$ cat config.mk
export PLATFORM = sky130hd
export DESIGN_NAME = mailbox_reader
export DESIGN_NICKNAME = d
export VERILOG_FILES = /design/src/rtl/mailbox_reader_pkg.sv /design/src/rtl/oct_dreg_en.sv /design/src/rtl/strobe_edge.sv /design/src/rtl/mailbox_reader.sv
export SDC_FILE = /design/constraint.sdc
export NUM_CORES = 1
export LEC_CHECK = 0
export ABC_AREA = 1
export CORE_UTILIZATION = 40
export CTS_CLUSTER_DIAMETER = 40
export DETAILED_ROUTE_END_ITERATION = 12
export GPL_TIMING_DRIVEN = 0
export PLACE_DENSITY_LB_ADDON = 0.15
export RECOVER_POWER = 100
export SLEW_MARGIN = 5
export SYNTH_ARGS = -nofsm -noshare
export SYNTH_HDL_FRONTEND = slang
export SYNTH_SLANG_ARGS = --single-unit
$ cat constraint.sdc
create_clock -name Clk -period 2.2 [get_ports Clk]
set_input_delay 0.22 -clock Clk [delete_from_list [all_inputs] [get_ports Clk]]
set_output_delay 0.22 -clock Clk [all_outputs]
set_load 0.005 [all_outputs]
$ cat src/rtl/mailbox_reader_pkg.sv
// Shared constants for the arcade bus mailbox blocks.
//   mbx_state_t    : mailbox reader state encoding (EMPTY, FULL, READING)
//   MBX_DATA_WIDTH : default data byte width
//   MBX_OVR_WIDTH  : default overrun counter width
package mailbox_reader_pkg;

    localparam int MBX_DATA_WIDTH = 8;
    localparam int MBX_OVR_WIDTH  = 4;

    typedef enum logic [1:0] {
        ST_EMPTY   = 2'd0,
        ST_FULL    = 2'd1,
        ST_READING = 2'd2
    } mbx_state_t;

endpackage

$ cat src/rtl/oct_dreg_en.sv
// Enabled D register (octal by default), async active-high reset to zero.
//   clk, rst : clock, asynchronous reset
//   en       : load enable
//   d, q     : data in / registered data out
module oct_dreg_en #(
    parameter int WIDTH = 8
) (
    input  logic             clk,
    input  logic             rst,
    input  logic             en,
    input  logic [WIDTH-1:0] d,
    output logic [WIDTH-1:0] q
);
    always_ff @(posedge clk or posedge rst) begin
        if (rst)     q <= '0;
        else if (en) q <= d;
    end
endmodule

$ cat src/rtl/strobe_edge.sv
// Edge detector for an active-low strobe.
//   clk, rst  : clock, asynchronous active-high reset
//   strobe    : strobe level (active low)
//   edge_seen : DETECT_FALL=1 -> high-to-low transition (strobe asserted)
//               DETECT_FALL=0 -> low-to-high transition (strobe released)
module strobe_edge #(
    parameter bit DETECT_FALL = 1'b1
) (
    input  logic clk,
    input  logic rst,
    input  logic strobe,
    output logic edge_seen
);
    logic hist;
    logic armed;

    // History resets to the inactive level. The armed bit stays clear until
    // the strobe has been observed inactive after reset, so a strobe that is
    // already held low when reset releases never reports an edge.
    always_ff @(posedge clk or posedge rst) begin
        if (rst) begin
            hist  <= 1'b1;
            armed <= 1'b0;
        end else begin
            hist  <= strobe;
            armed <= armed | strobe;
        end
    end

    assign edge_seen = DETECT_FALL ? (armed & hist & ~strobe)
                                   : (armed & ~hist & strobe);
endmodule

$ cat src/rtl/mailbox_reader.sv
// Single-byte mailbox between an asynchronous-style writer and reader.
//   Clk, Reset : clock, asynchronous active-high reset
//   Wr_bar, D  : writer strobe (active low) and data
//   Rd_bar     : reader select (active low)
//   Clr_ovr    : clears Overrun and Ovr_count
//   Q, Full    : data presented to the reader, unread data available
//   Overrun    : sticky lost-data flag; Ovr_count saturating lost-byte count
//   Dbg_state  : current FSM state
module mailbox_reader
    import mailbox_reader_pkg::*;
#(
    parameter int WIDTH     = 8,
    parameter int OVR_WIDTH = 4
) (
    input  logic                 Clk,
    input  logic                 Reset,
    input  logic                 Wr_bar,
    input  logic [WIDTH-1:0]     D,
    input  logic                 Rd_bar,
    input  logic                 Clr_ovr,
    output logic [WIDTH-1:0]     Q,
    output logic                 Full,
    output logic                 Overrun,
    output logic [OVR_WIDTH-1:0] Ovr_count,
    output mbx_state_t           Dbg_state
);
    mbx_state_t       state, state_n;
    logic             wr_ev, rd_done;
    logic             data_en, pend_en;
    logic [WIDTH-1:0] data_d, data_q, pend_q;
    logic             pend_v, pend_v_n;
    logic             ovr_ev;

    strobe_edge #(.DETECT_FALL(1'b1)) u_wr_edge (
        .clk(Clk), .rst(Reset), .strobe(Wr_bar), .edge_seen(wr_ev)
    );

    strobe_edge #(.DETECT_FALL(1'b0)) u_rd_edge (
        .clk(Clk), .rst(Reset), .strobe(Rd_bar), .edge_seen(rd_done)
    );

    oct_dreg_en #(.WIDTH(WIDTH)) u_data_reg (
        .clk(Clk), .rst(Reset), .en(data_en), .d(data_d), .q(data_q)
    );

    oct_dreg_en #(.WIDTH(WIDTH)) u_pend_reg (
        .clk(Clk), .rst(Reset), .en(pend_en), .d(D), .q(pend_q)
    );

    always_ff @(posedge Clk or posedge Reset) begin
        if (Reset) begin
            state  <= ST_EMPTY;
            pend_v <= 1'b0;
        end else begin
            state  <= state_n;
            pend_v <= pend_v_n;
        end
    end

    always_comb begin
        state_n  = state;
        data_en  = 1'b0;
        data_d   = D;
        pend_en  = 1'b0;
        pend_v_n = pend_v;
        ovr_ev   = 1'b0;
        case (state)
            ST_EMPTY: begin
                // A completion here is a spurious read and is ignored.
                if (wr_ev) begin
                    data_en = 1'b1;
                    state_n = ST_FULL;
                end
            end
            ST_FULL: begin
                // Unread byte replaced by a new write: the old one is lost.
                if (wr_ev) begin
                    data_en = 1'b1;
                    ovr_ev  = 1'b1;
                end
                if (!Rd_bar) state_n = ST_READING;
            end
            ST_READING: begin
                if (rd_done) begin
                    // Completion resolves first; a coincident write then
                    // lands in the data register and supersedes pending.
                    state_n  = ST_FULL;
                    pend_v_n = 1'b0;
                    if (wr_ev) begin
                        data_en = 1'b1;
                        ovr_ev  = pend_v;
                    end else if (pend_v) begin
                        data_en = 1'b1;
                        data_d  = pend_q;
                    end else begin
                        state_n = ST_EMPTY;
                    end
                end else if (wr_ev) begin
                    // Q stays frozen for the reader; park the byte.
                    pend_en  = 1'b1;
                    pend_v_n = 1'b1;
                    ovr_ev   = pend_v;
                end
            end
            default: state_n = ST_EMPTY;
        endcase
    end

    // An overrun in the same clock as a clear wins and restarts the count.
    always_ff @(posedge Clk or posedge Reset) begin
        if (Reset) begin
            Overrun   <= 1'b0;
            Ovr_count <= '0;
        end else if (ovr_ev) begin
            Overrun <= 1'b1;
            if (Clr_ovr)              Ovr_count <= OVR_WIDTH'(1);
            else if (Ovr_count != '1) Ovr_count <= Ovr_count + OVR_WIDTH'(1);
        end else if (Clr_ovr) begin
            Overrun   <= 1'b0;
            Ovr_count <= '0;
        end
    end

    assign Q         = data_q;
    assign Full      = (state != ST_EMPTY);
    assign Dbg_state = state;
endmodule

* Word-level counts from Yosys, hierarchy flattened *
Cells that the tools add are included.

word-level totals
  flip-flop bits (word level) = 28
  input bits = 13
  output and inout port bits = 16
  word-level logic and storage cells = 61

cells by class
  $add $sub $neg = 1
  eq/ne operators = 6
  muxes and demuxes = 27
  bitwise gates (word level) = 8
  reduce and logical (&&, ||, !) cells = 9

operators with widths
  cell                                                                      count
  8-bit 2-to-1 mux                                                          4
  4-bit 2-to-1 mux                                                          4
  1-bit 2-to-1 mux                                                          13
  2-bit nonzero test                                                        4
  2-bit 2-to-1 mux                                                          3
  2-bit one-hot mux with 3 select lines                                     1
  4-bit by 1-bit adder with 4-bit output (second input constant)            1
  1-bit bitwise AND                                                         4
  2-bit inequality test (second input constant)                             2
  4-bit inequality test (second input constant)                             1
  1-bit one-hot mux with 2 select lines                                     2
  2-bit AND reduction                                                       2
  3-bit AND reduction                                                       1
  2-bit by 1-bit equality test with 1-bit output (second input constant)    1
  2-bit equality test (second input constant)                               1
  2-bit logical NOT                                                         1
  2-bit by 1-bit inequality test with 1-bit output (second input constant)  1
  1-bit inverter                                                            2
  1-bit bitwise OR                                                          2
  2-bit OR reduction                                                        1

* Depth between registers and ports, before layout *
  depth after elaboration = 6
  depth in mapped cells = 10
  depth with buffers taken out = 10

* Cells and area by module *
A second synthesis with hierarchy kept.

second synthesis, totals
  cell total of the unflattened synthesis = 187
  area total of the unflattened synthesis = 1485.2 µm²

modules (own cells, without submodules)
  module          times used  cells each  area each (µm²)
  mailbox_reader  1           105         729.4
  oct_dreg_en     2           35          309.0
  strobe_edge     2           6           68.8

* Worst setup path before layout *
No wires, ideal clock.

  path type = reg-to-reg
  start = register state[0] (netlist: Dbg_state[0])
  end = register u_data_reg.q[0]
  setup time = 0.116 ns
  arrival = 1.465 ns
  path slack = 0.619 ns
  cell stages (with the launch flop) = 11
  buffers on the path = 0
  clock period less this slack = 1.581 ns
  path through = dfrtp_1 -> inv_1 -> ha_1 -> nand2_1 -> clkinv_1 -> nand3_4 -> nand2_1 -> nand2_1 -> inv_1 -> nand2_1 -> nand2_1

between the ends
  word-level cells in the longest chain between the ends = 3
  elaborated cells on any way between the ends = 6
  those cells by class = eq/ne: 2; mux: 2; reduce/logical: 2

RTL lines
  element                                                                                     line                  text
  start: declaration                                                                          mailbox_reader.sv:27  mbx_state_t state, state_n;
  start signal: assignment                                                                    mailbox_reader.sv:55  state <= state_n;
  2-bit by 1-bit equality test with 1-bit output / 2-bit logical NOT (equally long branches)  mailbox_reader.sv:67  case (state)
  2-bit OR reduction (no line)                                                                --
  1-bit one-hot mux with 2 select lines                                                       mailbox_reader.sv:67
  end signal: assignment                                                                      oct_dreg_en.sv:15     if (rst) q <= '0;
  end signal: assignment                                                                      oct_dreg_en.sv:16     else if (en) q <= d;
  end: declaration                                                                            oct_dreg_en.sv:12     output logic [WIDTH-1:0] q

Several ways; a longest one is shown, not always the timed one.
A chain may end at the register's enable or synchronous reset.

* Worst setup path in the final report *
  start = register state[0] (netlist: Dbg_state[0])
  end = output port Full

between the ends
  word-level cells in the longest chain between the ends = 1

RTL lines
  element             line                   text
  2-bit nonzero test  mailbox_reader.sv:125  assign Full = (state != ST_EMPTY);
  end: declaration    mailbox_reader.sv:22   output logic Full,

No other way between the ends.

==> flow_metrics.py <==
metrics = {
    "synth": {
        "synthTopCellsByArea": "dfrtp_1 (42%), nand2_1 (16%), inv_1 (8.6%), ha_1 (5.6%), o21ai_2 (4.5%)",
        "ys_ff_latch": 28,
        "synth_top_area_share_pct": 41.5,
        "ys_types": 24,
        "ys_seq_area_share_pct": 44.9,
        "yosysTopAreaCell": "dfrtp_1",
        "ys_warn_count": 0,
        "syn-cell-area_mm2": 0.00157,
        "syn_nets": 213,
        "synth_area_per_cell_um2": 8.12,
        "syn_inst": 193,
    },
    "route": {
        "drt-initial-drc-count": 79,
        "wirelength_mm": 2.96,
        "wire_per_inst_um": 10.8,
        "route.antenna.remaining_nets": 0,
        "route.detailed.drc": 0,
        "firstDrtPassIters": 4,
        "num_vias": 1267,
        "vias_per_cell": 4.64,
    },
    "timing": {
        "maxSlewViolCount": 0,
        "fin_crit_ns": 1.92,
        "tightest_slew_ns": 1.09,
        "hold_ws_ns": 0.478,
        "finalSetupViolCount": 0,
        "grt_setup_unrepaired": "no",
        "hold_viol": 0,
        "skew_ns": 0.00632,
        "tns_ns": 0,
        "relSlewSlack_pct": 27.5,
        "fmax_mhz": 520,
        "setup_ws_ns": 0.276,
        "fin_crit_sh_pct": 87.5,
    },
    "power_and_ir_drop": {
        "cellPowerDensity_mw_per_mm2": 1050,
        "p_switching_mw": 0.723,
        "irDropWorstVdd_mv": 0.729,
        "seqPwrFrac_pct": 40.0,
        "swShare_pct": 35.5,
        "combPwrFrac_pct": 39.7,
        "p_int_mw": 1.31,
        "p_leak_nw": 1.05,
        "power.share.clock_pct": 20.2,
    },
    "grt": {
        "grt_pass1_vias": 1163,
        "antenna_found_initial": 0,
        "overflow": 0,
        "grt_usage_pct": 16.5,
        "grt_pass1_wl_mm": 5.24,
        "grt_max_degree": 29,
    },
    "cts": {
        "cts_buffer_depth": 2,
        "htreeDepth": 1,
        "cts_tree": "done",
        "cts_setup_buffers": 0,
        "cts_buffers": 3,
        "clock-root-buffer": "clkbuf_8",
        "cts.sinks": 28,
        "postCtsResizedCells": 0,
        "holdBufCountCts": 0,
        "clk_latency_ns": 0.28,
        "path_clk_slew_ns": 0.10,
    },
    "cells_and_area": {
        "layout_commonest_cell": "nand2_1",
        "stdcell_area_mm2": 0.00195,
        "instances_no_fill": 273,
        "drive_gt1_share_pct": 10.2,
        "syn_to_final_growth_pct": 24.1,
        "layout_common_cells": "nand2_1 (69), inv_1 (36), dfrtp_1 (26)",
        "nets": 246,
        "num_antenna_cells": 0,
    },
    "die": {
        "dieWidth_um": 64.6,
        "start_util_pct": 42.2,
        "die_y_um": 64.6,
        "die-area_mm2": 0.00417,
        "coreArea_mm2": 0.00372,
        "ioPinCount": 29,
        "num_rows": 22,
    },
    "hold_path": {
        "hold_class": "register to register",
    },
    "place": {
        "dp.cells": 269,
        "post-place-ws_ns": 0.356,
        "gp_congestion": 0.728,
        "placed_area_mm2": 0.00191,
        "dp_hpwl_mm": 2.13,
        "portBuffers": 28,
    },
    "worst_setup_path": {
        "slowest_stage": "dlygate4sd3_1",
        "cp_common_cell": "inv_1",
        "critical_path.max_stage_delay_ns": 0.56,
        "crit_chain": "inv_1 > ha_1 > inv_1 > dlygate4sd3_1",
        "worst_ep_required_time_ns": 1.98,
        "cp-end-kind": "output pin",
        "critPathKind": "register to output pin",
        "arrival_ns": 1.70,
        "worstPathMaxFanout": 7,
        "critPathLaunchType": "register",
    },
    "status": {
        "status": "finished, final reports clean",
    },
    "run": {
        "drv_cap": 0,
    },
}
[worst paths after layout]
kind / end / slack [ns] / startpoint / cells past startpoint
worst min register to register: u_data_reg.q[4] / 0.48 / u_data_reg.q[4] / 2
max in group asynchronous: u_data_reg.q[6] / 0.91 / Reset / 2
worst max register to register: u_pend_reg.q[5] / 0.28 / Dbg_state[0] / 6
worst max-delay path: Full / 0.28 / Dbg_state[0] / 4
worst min-delay path: u_data_reg.q[4] / 0.48 / u_data_reg.q[4] / 2
min in group asynchronous: pend_v / 0.65 / Reset / 2
[worst max-delay path, delay by kind of cell, from the launching register on]
kind                     cells  cell delay, ns
adder cells (fa/ha/maj)      1            0.24
flip-flops                   1            0.46
buffers and inverters        3            0.73
[cells in the mapped netlist (all sizes together)]
library cell  number
nand2             70
a21oi              3
nand3             12
inv               37
dfrtp             26
buf                3
dfstp              2
nand4              9
o21ai             12
or2                3
xor2               1
clkinv             1
ha                 7
nor2               6
a21boi             1
[layout make-up]
cell class	instances	area, um2
Tap cell	48	60.1
Multi-Input combinational cell	124	668
Sequential cell	28	703
Timing Repair Buffer	28	280
Clock buffer	3	41.3
Inverter	38	143
Fill cell	381	1770
Buffer	3	20.0
Clock inverter	1	30.0
[stage by stage]
| stage | power [mW] | utilization [%] |
|---|---|---|
| 2_1_floorplan | 1.36 | - |
| 3_3_place_gp | 1.71 | 51.3 |
| 3_5_place_dp | 1.73 | 51.3 |
| 4_1_cts | 2.15 | 53.3 |
| 5_1_grt | 2.22 | 52.4 |
| 6_report | 2.04 | 52.4 |
[per-layer routing]
metal	up-vias	part of all wire, %	global-route usage, %
met4	0	0.64	4.17
met3	2	3.0	3.70
met1	583	49	21.4
met5	-	0	0
li1	664	-	-
met2	18	47	27.5
[power by group through the flow]
stage	clock network (mW)	logic [mW]	registers, mW
3_5_place_dp	0	0.894	0.832
3_3_place_gp	0	0.878	0.835
5_1_grt	0.446	0.936	0.842
4_1_cts	0.427	0.898	0.824
6_report	0.412	0.809	0.815
2_1_floorplan	0	0.537	0.820
[state kept, by name (all words and copies together), names as in the netlist]
register / count
u_data_reg.q: 8
u_pend_reg.q: 8
Ovr_count: 4
Dbg_state: 2
Overrun: 1
pend_v: 1
u_rd_edge.armed: 1
u_rd_edge.hist: 1
u_wr_edge.armed: 1
u_wr_edge.hist: 1
[logic make-up (layout without fill, tap and decap cells)]
| family | count (synthesis) | after routing | synth area share, % |
|---|---|---|---|
| AND/OR/NAND/NOR | 100 | 100 | 29.8 |
| buffers and inverters | 41 | 73 | 11.0 |
| flip-flops | 28 | 28 | 44.9 |
| AO/OA/AOI/OAI | 16 | 16 | 8.14 |
| adder cells (fa/ha/maj) | 7 | 7 | 5.59 |
| XOR/XNOR | 1 | 1 | 0.559 |
Note: power is estimated with default switching activity, not from simulation.
